[src/rtl/cp0_exc_ctrl.sv]
// cp0_exc_ctrl: architectural PC plus CP0 SR/Cause/EPC and the interrupt-take FSM of the multicycle MIPS core.
// Define INT_SYNC_EN to place a 2-flop synchroniser in front of Cause.IP; default registers int_req_I once.
module cp0_exc_ctrl #(
   parameter logic [29:0] RESET_PC = 30'h0000_0C00,
   parameter int unsigned NUM_INT  = 6
) (
   input  logic               clk,
   input  logic               rst_n,
   input  logic [31:2]        npc_I,
   input  logic               PCWr_I,
   input  logic               instr_end_I,
   input  logic [NUM_INT-1:0] int_req_I,
   input  logic               eret_I,
   input  logic               c0_we_I,
   input  logic [4:0]         c0_sel_I,
   input  logic [31:0]        c0_wdata_I,
   output logic [31:2]        pc_O,
   output logic [31:2]        EPC_O,
   output logic [31:0]        c0_rdata_O,
   output logic               int_take_O,
   output logic               exl_O
);

   localparam logic [4:0] SEL_SR    = 5'd12;
   localparam logic [4:0] SEL_CAUSE = 5'd13;
   localparam logic [4:0] SEL_EPC   = 5'd14;

   typedef enum logic [1:0] {ST_RUN, ST_TAKE, ST_ISR} state_e;

   state_e             state_q, state_d;
   logic [29:0]        pc_q, pc_d;
   logic [29:0]        epc_q, epc_d;
   logic               ie_q, ie_d;
   logic               exl_q, exl_d;
   logic               take_q, take_d;
   logic [NUM_INT-1:0] im_q, im_d;
   logic [NUM_INT-1:0] ip_q, ip_d;
   logic [NUM_INT-1:0] req_s;
   logic               sr_wr, epc_wr, pending, take_now;
   logic [31:0]        sr_rd, cause_rd;
   logic               unused_wdata;

`ifdef INT_SYNC_EN
   logic [NUM_INT-1:0] sync1_q, sync2_q;

   always_ff @(posedge clk or negedge rst_n) begin
      if (!rst_n) begin
         sync1_q <= '0;
         sync2_q <= '0;
      end else begin
         sync1_q <= int_req_I;
         sync2_q <= sync1_q;
      end
   end

   assign req_s = sync2_q;
`else
   assign req_s = int_req_I;
`endif

   assign sr_wr    = c0_we_I && (c0_sel_I == SEL_SR);
   assign epc_wr   = c0_we_I && (c0_sel_I == SEL_EPC);
   assign pending  = (|(ip_q & im_q)) & ie_q & ~exl_q;
   assign take_now = (state_q == ST_RUN) && instr_end_I && pending;

   // NOTE: every variable assigned in an always_comb gets a default first, so no path can infer a latch.
   always_comb begin
      pc_d    = PCWr_I ? npc_I : pc_q;
      ip_d    = req_s;
      ie_d    = ie_q;
      im_d    = im_q;
      exl_d   = exl_q;
      epc_d   = epc_q;
      state_d = state_q;
      take_d  = 1'b0;

      if (sr_wr) begin
         ie_d  = c0_wdata_I[0];
         exl_d = c0_wdata_I[1];
         im_d  = c0_wdata_I[10 +: NUM_INT];
      end
      if (eret_I) exl_d = 1'b0;

      // An mtc0 to EPC in the take cycle beats the hardware capture.
      if (epc_wr)        epc_d = c0_wdata_I[31:2];
      else if (take_now) epc_d = PCWr_I ? npc_I : pc_q;

      unique case (state_q)
         ST_RUN: begin
            if (take_now) begin
               state_d = ST_TAKE;
               take_d  = 1'b1;
               exl_d   = 1'b1;
            end
         end
         ST_TAKE: state_d = ST_ISR;
         ST_ISR:  if (eret_I) state_d = ST_RUN;
         default: state_d = ST_RUN;
      endcase
   end

   // NOTE: sequential state uses non-blocking assignments so every flop samples pre-edge values.
   always_ff @(posedge clk or negedge rst_n) begin
      if (!rst_n) begin
         state_q <= ST_RUN;
         pc_q    <= RESET_PC;
         epc_q   <= '0;
         ie_q    <= 1'b0;
         exl_q   <= 1'b0;
         take_q  <= 1'b0;
         im_q    <= '0;
         ip_q    <= '0;
      end else begin
         state_q <= state_d;
         pc_q    <= pc_d;
         epc_q   <= epc_d;
         ie_q    <= ie_d;
         exl_q   <= exl_d;
         take_q  <= take_d;
         im_q    <= im_d;
         ip_q    <= ip_d;
      end
   end

   always_comb begin
      sr_rd                   = '0;
      sr_rd[0]                = ie_q;
      sr_rd[1]                = exl_q;
      sr_rd[10 +: NUM_INT]    = im_q;
      cause_rd                = '0;
      cause_rd[10 +: NUM_INT] = ip_q;
      unique case (c0_sel_I)
         SEL_SR:    c0_rdata_O = sr_rd;
         SEL_CAUSE: c0_rdata_O = cause_rd;
         SEL_EPC:   c0_rdata_O = {epc_q, 2'b00};
         default:   c0_rdata_O = '0;
      endcase
   end

   assign unused_wdata = ^{c0_wdata_I[31:10+NUM_INT], c0_wdata_I[9:2]};

   assign pc_O       = pc_q;
   assign EPC_O      = epc_q;
   assign int_take_O = take_q;
   assign exl_O      = exl_q;

endmodule

[config.mk]
export PLATFORM = sky130hd
export DESIGN_NAME = cp0_exc_ctrl
export DESIGN_NICKNAME = d
export VERILOG_FILES = /design/src/rtl/cp0_exc_ctrl.sv
export SDC_FILE = /design/constraint.sdc
export NUM_CORES = 1
export LEC_CHECK = 0
export CAP_MARGIN = 20
export CORE_UTILIZATION = 45
export CTS_BUF_LIST = sky130_fd_sc_hd__clkbuf_4 sky130_fd_sc_hd__clkbuf_8 sky130_fd_sc_hd__clkbuf_16
export CTS_CLUSTER_SIZE = 8
export DETAILED_ROUTE_END_ITERATION = 8
export PLACE_DENSITY = 0.87
export SYNTH_ARGS = -nofsm -noshare
export SYNTH_HDL_FRONTEND = slang
export SYNTH_SLANG_ARGS = --single-unit
[constraint.sdc]
create_clock -name clk -period 6.46 [get_ports clk]
set_clock_uncertainty 0.05 [all_clocks]
set_input_delay 1.938 -clock clk [delete_from_list [all_inputs] [get_ports clk]]
set_output_delay 1.938 -clock clk [all_outputs]
set_load 0.01 [all_outputs]
# Yosys cells after proc, flatten, opt, wreduce, memory -nomap -nowiden
# Index checks and enable logic that the tools add are counted.
[totals]
reg_bits = 77
out_inout_bits = 94
word_cells = 40
[classes]
muxes = 13
n_bitwise = 4
n_eq_ne = 7
reduce_logical = 8
[ops]
columns = ["cell", "count"]
rows = [
  ["$pmux 32 s3", 1],
  ["$mux 30", 3],
  ["$eq 5x4->1 const B", 3],
  ["$and 6x6->6", 1],
  ["$mux 1", 6],
  ["$pmux 2 s3", 1],
  ["$reduce_or 6->1", 1],
  ["$logic_and 1x1->1", 4],
  ["$mux 2", 2],
  ["$ne 2x2->1 const B", 2],
  ["$and 1x1->1", 2],
  ["$eq 2x1->1 const B", 1],
  ["$eq 2x2->1 const B", 1],
  ["$logic_not 2->1", 1],
  ["$reduce_and 2->1", 1],
  ["$reduce_bool 2->1", 1],
  ["$not 1->1", 1],
]

# Longest topological paths before layout
[depth]
word_depth = 7
mapped_depth = 6

# Worst setup path before layout
# No wires, ideal clock.
[synth_timing]
path_kind = "input-to-output"
start = "input c0_sel_I[0]"
end = "output c0_rdata_O[16]"
cell_stages = 5
path_buffers = 2
arrival_time_ns = 2.816
slack_ns = 1.656
cell_sequence = "buf_6 -> nand2b_1 -> nor2_1 -> clkbuf_1 -> and2_1"
[synth_via]
elab_chain_cells = 2
elab_cells_between_ends = 4
classes_between = "eq/ne: 3; mux: 1"
[synth_lines]
columns = ["element", "line", "rtl"]
rows = [
  ["start: declaration", "15", "input logic [4:0] c0_sel_I,"],
  ["$eq 5x4->1", "132", "unique case (c0_sel_I)"],
  ["$pmux 32 s3 *", "132", ""],
  ["end: declaration", "19", "output logic [31:0] c0_rdata_O,"],
]
# Mark *: on every way between the ends. The rest lies on a longest branch, timed or not.

# Worst setup path in the final report
[layout_timing]
start = "input c0_sel_I[1]"
end = "output c0_rdata_O[8]"
# The elaborated chain is that of the path after synthesis.

==> flow_summary_export.csv <==
group,metric,value,unit
global_routing,grt_start_max_net_pins,78,
timing,relSlewSlack,34.7,%
critical_path,timing_worst_setup_path_type,"input pin to output port",
yosys,synth-edff-count,0,
clock_network,cts_hold_buf,0,
routing,vias_per_cell,5.32,
yosys,yosysMostFrequentCell,"dfrtp_1",
clock_network,cts_tree,"built",
yosys,yosys-top-cells-area,"dfrtp_1, mux2i_1, a31o_2",
timing,post-route-period-util,91.2,%
layout,fin_cells,631,
flow_run,max_cap_viol_count,0,
pwr,vdd_drop_max,0.000205,V
clock_network,cts_made_buffers,9,
placement,portBuffers,172,
global_routing,grtUsageTotal,25.2,%
critical_path,startpoint,"c0_sel_I[1]",
yosys,synth_cells,362,
yosys,synth_top_family_by_area,"compound AO/OA/AOI/OAI gates",
critical_path,r2r_cells,5,
timing,finalWorstSetupSlack,0.570,ns
clock_network,cts.path.max_buffers,2,
routing,wl_met1,4260,µm
critical_path,cp_slowest_stage_delay,0.68,ns
yosys,synth_simple_gate_area_share,11.3,%
routing,dr.pass1.iters,4,
critical_path,path_delay_family,"buffers and inverters",
routing,drtIter0Drc,126,
yosys,synth_fp_nets,441,
die,rows,32,
yosys,synth_largest_area_cell,"dfrtp_1",
timing,timing.fmax,0.170,GHz
critical_path,end_kind,"output port",
layout,final_area,5770,µm²
placement,post-place-ws,0.601,ns
yosys,synth_mux_area_share,13.1,%
critical_path,reg2reg_to,"EPC_O[8]",
critical_path,cpMostUsedCell,"clkdlybuf4s50_1",
critical_path,worstPathArrival,3.90,ns
hold_path,hp-class,"flip-flop to flip-flop",
layout,diodes,0,
clock_network,cts_resized,0,
layout,syn2layout_area_growth,55.4,%
critical_path,worst_setup_path_start_kind,"input pin",
critical_path,cp-endpoint,"c0_rdata_O[8]",
global_routing,grt_pass1_wl,16700,µm
yosys,synth-seq-cells,77,
timing,setup_viol,0,
clock_network,clk_pin_slew,0.08,ns
clock_network,cts_setup_buffers,0,
routing,dr.max_layer_used,"met4",
yosys,synth.cell_area,3710,µm²
yosys,synth_common_cells,"dfrtp_1, mux2i_1, a21oi_1, inv_1",
placement,place.detailed.hpwl,7190,µm
yosys,synth-xor-area-share,0,%
status,status,"finished clean",
yosys,synthArstFlopShare,100,%
critical_path,worst-path-stages,6,
pwr,p_leak,2.56,nW
critical_path,critPathSlowestCell,"clkdlybuf4s50_1",
routing,ant_nets,0,
routing,drcViolationCount,0,
timing,timing.final.crit_period,5.89,ns
critical_path,required,4.47,ns
critical_path,reg2reg_slack,4.25,ns
die,ioPinCount,173,
routing,wl_met2,5220,µm
routing,wl_per_cell,16.5,µm
die,start_util,47.3,%
yosys,synth_cell_types,26,
timing,tightest_slew,0.980,ns
yosys,ys_seq_area_share,52.0,%
die,die_width,92.8,µm
yosys,netlist.area_leader.share,50.6,%
timing,slew_viol_final,0,
pwr,fin_total_pwr,1.83,mW
critical_path,r2r_start,"im_q[0]",
timing,hold_viol_final,0,
global_routing,overflow,0,
clock_network,clock-root-buffer,"clkbuf_8",
routing,vias,3360,
timing,rsz0062_at_grt,"false",
placement,place_area,5470,µm²
clock_network,clk_latency,0.34,ns
yosys,ys.flop_type,"dfrtp_1",
layout,drive_gt1_share,13.2,%
timing,setup_total_negative_slack,0,ns
die,core-area,7850,µm²
die,dieArea,8610,µm²
pwr,cellPowerDensity,317,nW/µm²
critical_path,worstPathMaxFanout,14,
timing,whs,0.467,ns
placement,place_congestion,0.829,
layout,finalNetCount,603,
placement,post-place-cells,614,
die,die_h,92.8,µm
clock_network,clkSinkCount,77,
yosys,yosysWarnings,0,
routing,wl,10400,µm
layout,final_core_util,73.5,%
critical_path,path_cells,"clkdlybuf4s50_1 > nand2b_1 > nor2_1 > buf_4 > and2_1 > clkdlybuf4s50_1",
routing,wl_met3,742,µm
clock_network,h-tree-depth,3,
yosys,synthAdderAreaFrac,0,%
global_routing,grt_pass1_vias,3446,
critical_path,path_buf_inv,3,
yosys,syn_area_per_cell,10.3,µm²
yosys,synth-compound-area-share,16.8,%
global_routing,antenna_found_initial,0,
worst reg2reg max path: stages, from the launching register on:
cell     delay, ns
dfrtp_1       0.42
a22oi_1       0.24
nand3_2       0.47
buf_4         0.46
a31o_2        0.29
o21ai_0       0.19
cell type report:
cell class                      instances  area (µm²)
Clock buffer                           10         131
Clock inverter                          6         135
Fill cell                             579        2080
Inverter                               31         116
Multi-Input combinational cell        226        1540
Sequential cell                        77        1930
Tap cell                              102         128
Timing Repair Buffer                  179        1790
power by group:
group | switching, mW | total [mW] | internal (mW) | leakage (nW)
clock network | 0.180 | 0.480 | 0.300 | 0.126
logic | 0.274 | 0.627 | 0.353 | 1.53
registers | 0.107 | 0.719 | 0.613 | 0.906
state kept, by name, summed over array words and instances, names as in the netlist:
signal / cells
EPC_O: 30
pc_O: 30
im_q: 6
ip_q: 6
state_q: 2
exl_O: 1
ie_q: 1
int_take_O: 1
worst min path at each step:
stage | startpoint | end | slack [ns] | cells past startpoint
floorplan | ie_q | ie_q | 0.44 | 1
global placement | pc_O[27] | pc_O[27] | 0.44 | 2
detailed placement | pc_O[25] | pc_O[25] | 0.45 | 2
CTS | pc_O[4] | pc_O[4] | 0.47 | 2
global route | pc_O[22] | pc_O[22] | 0.50 | 2
finish | pc_O[4] | pc_O[4] | 0.47 | 2
cells by family after synthesis:
family                 count (synthesis)
AOI/OAI and AO/OA                    100
and+or+nand+nor                       81
DFF                                   77
buffers and inverters                 59
muxes                                 45
placed cells by master, fill, tap and decap left out, types with 7 or more instances in the layout:
| cell type | n |
|---|---|
| dfrtp_1 | 75 |
| nor2_1 | 15 |
| a21oi_1 | 36 |
| inv_1 | 31 |
| a31o_2 | 30 |
| o21ai_0 | 28 |
| buf_4 | 7 |
| clkbuf_8 | 9 |
| mux2_4 | 7 |
| mux2i_1 | 37 |
| clkdlybuf4s50_1 | 170 |
| nand2_1 | 30 |
| and2_1 | 28 |
layer usage:
layer,vias to the layer above,track usage [%]
met1,1632,31.6
met2,158,43.0
li1,1552,-
met4,0,8.46
met3,18,5.42
met5,-,0
No activity file was read; power rests on OpenSTA's default activity.
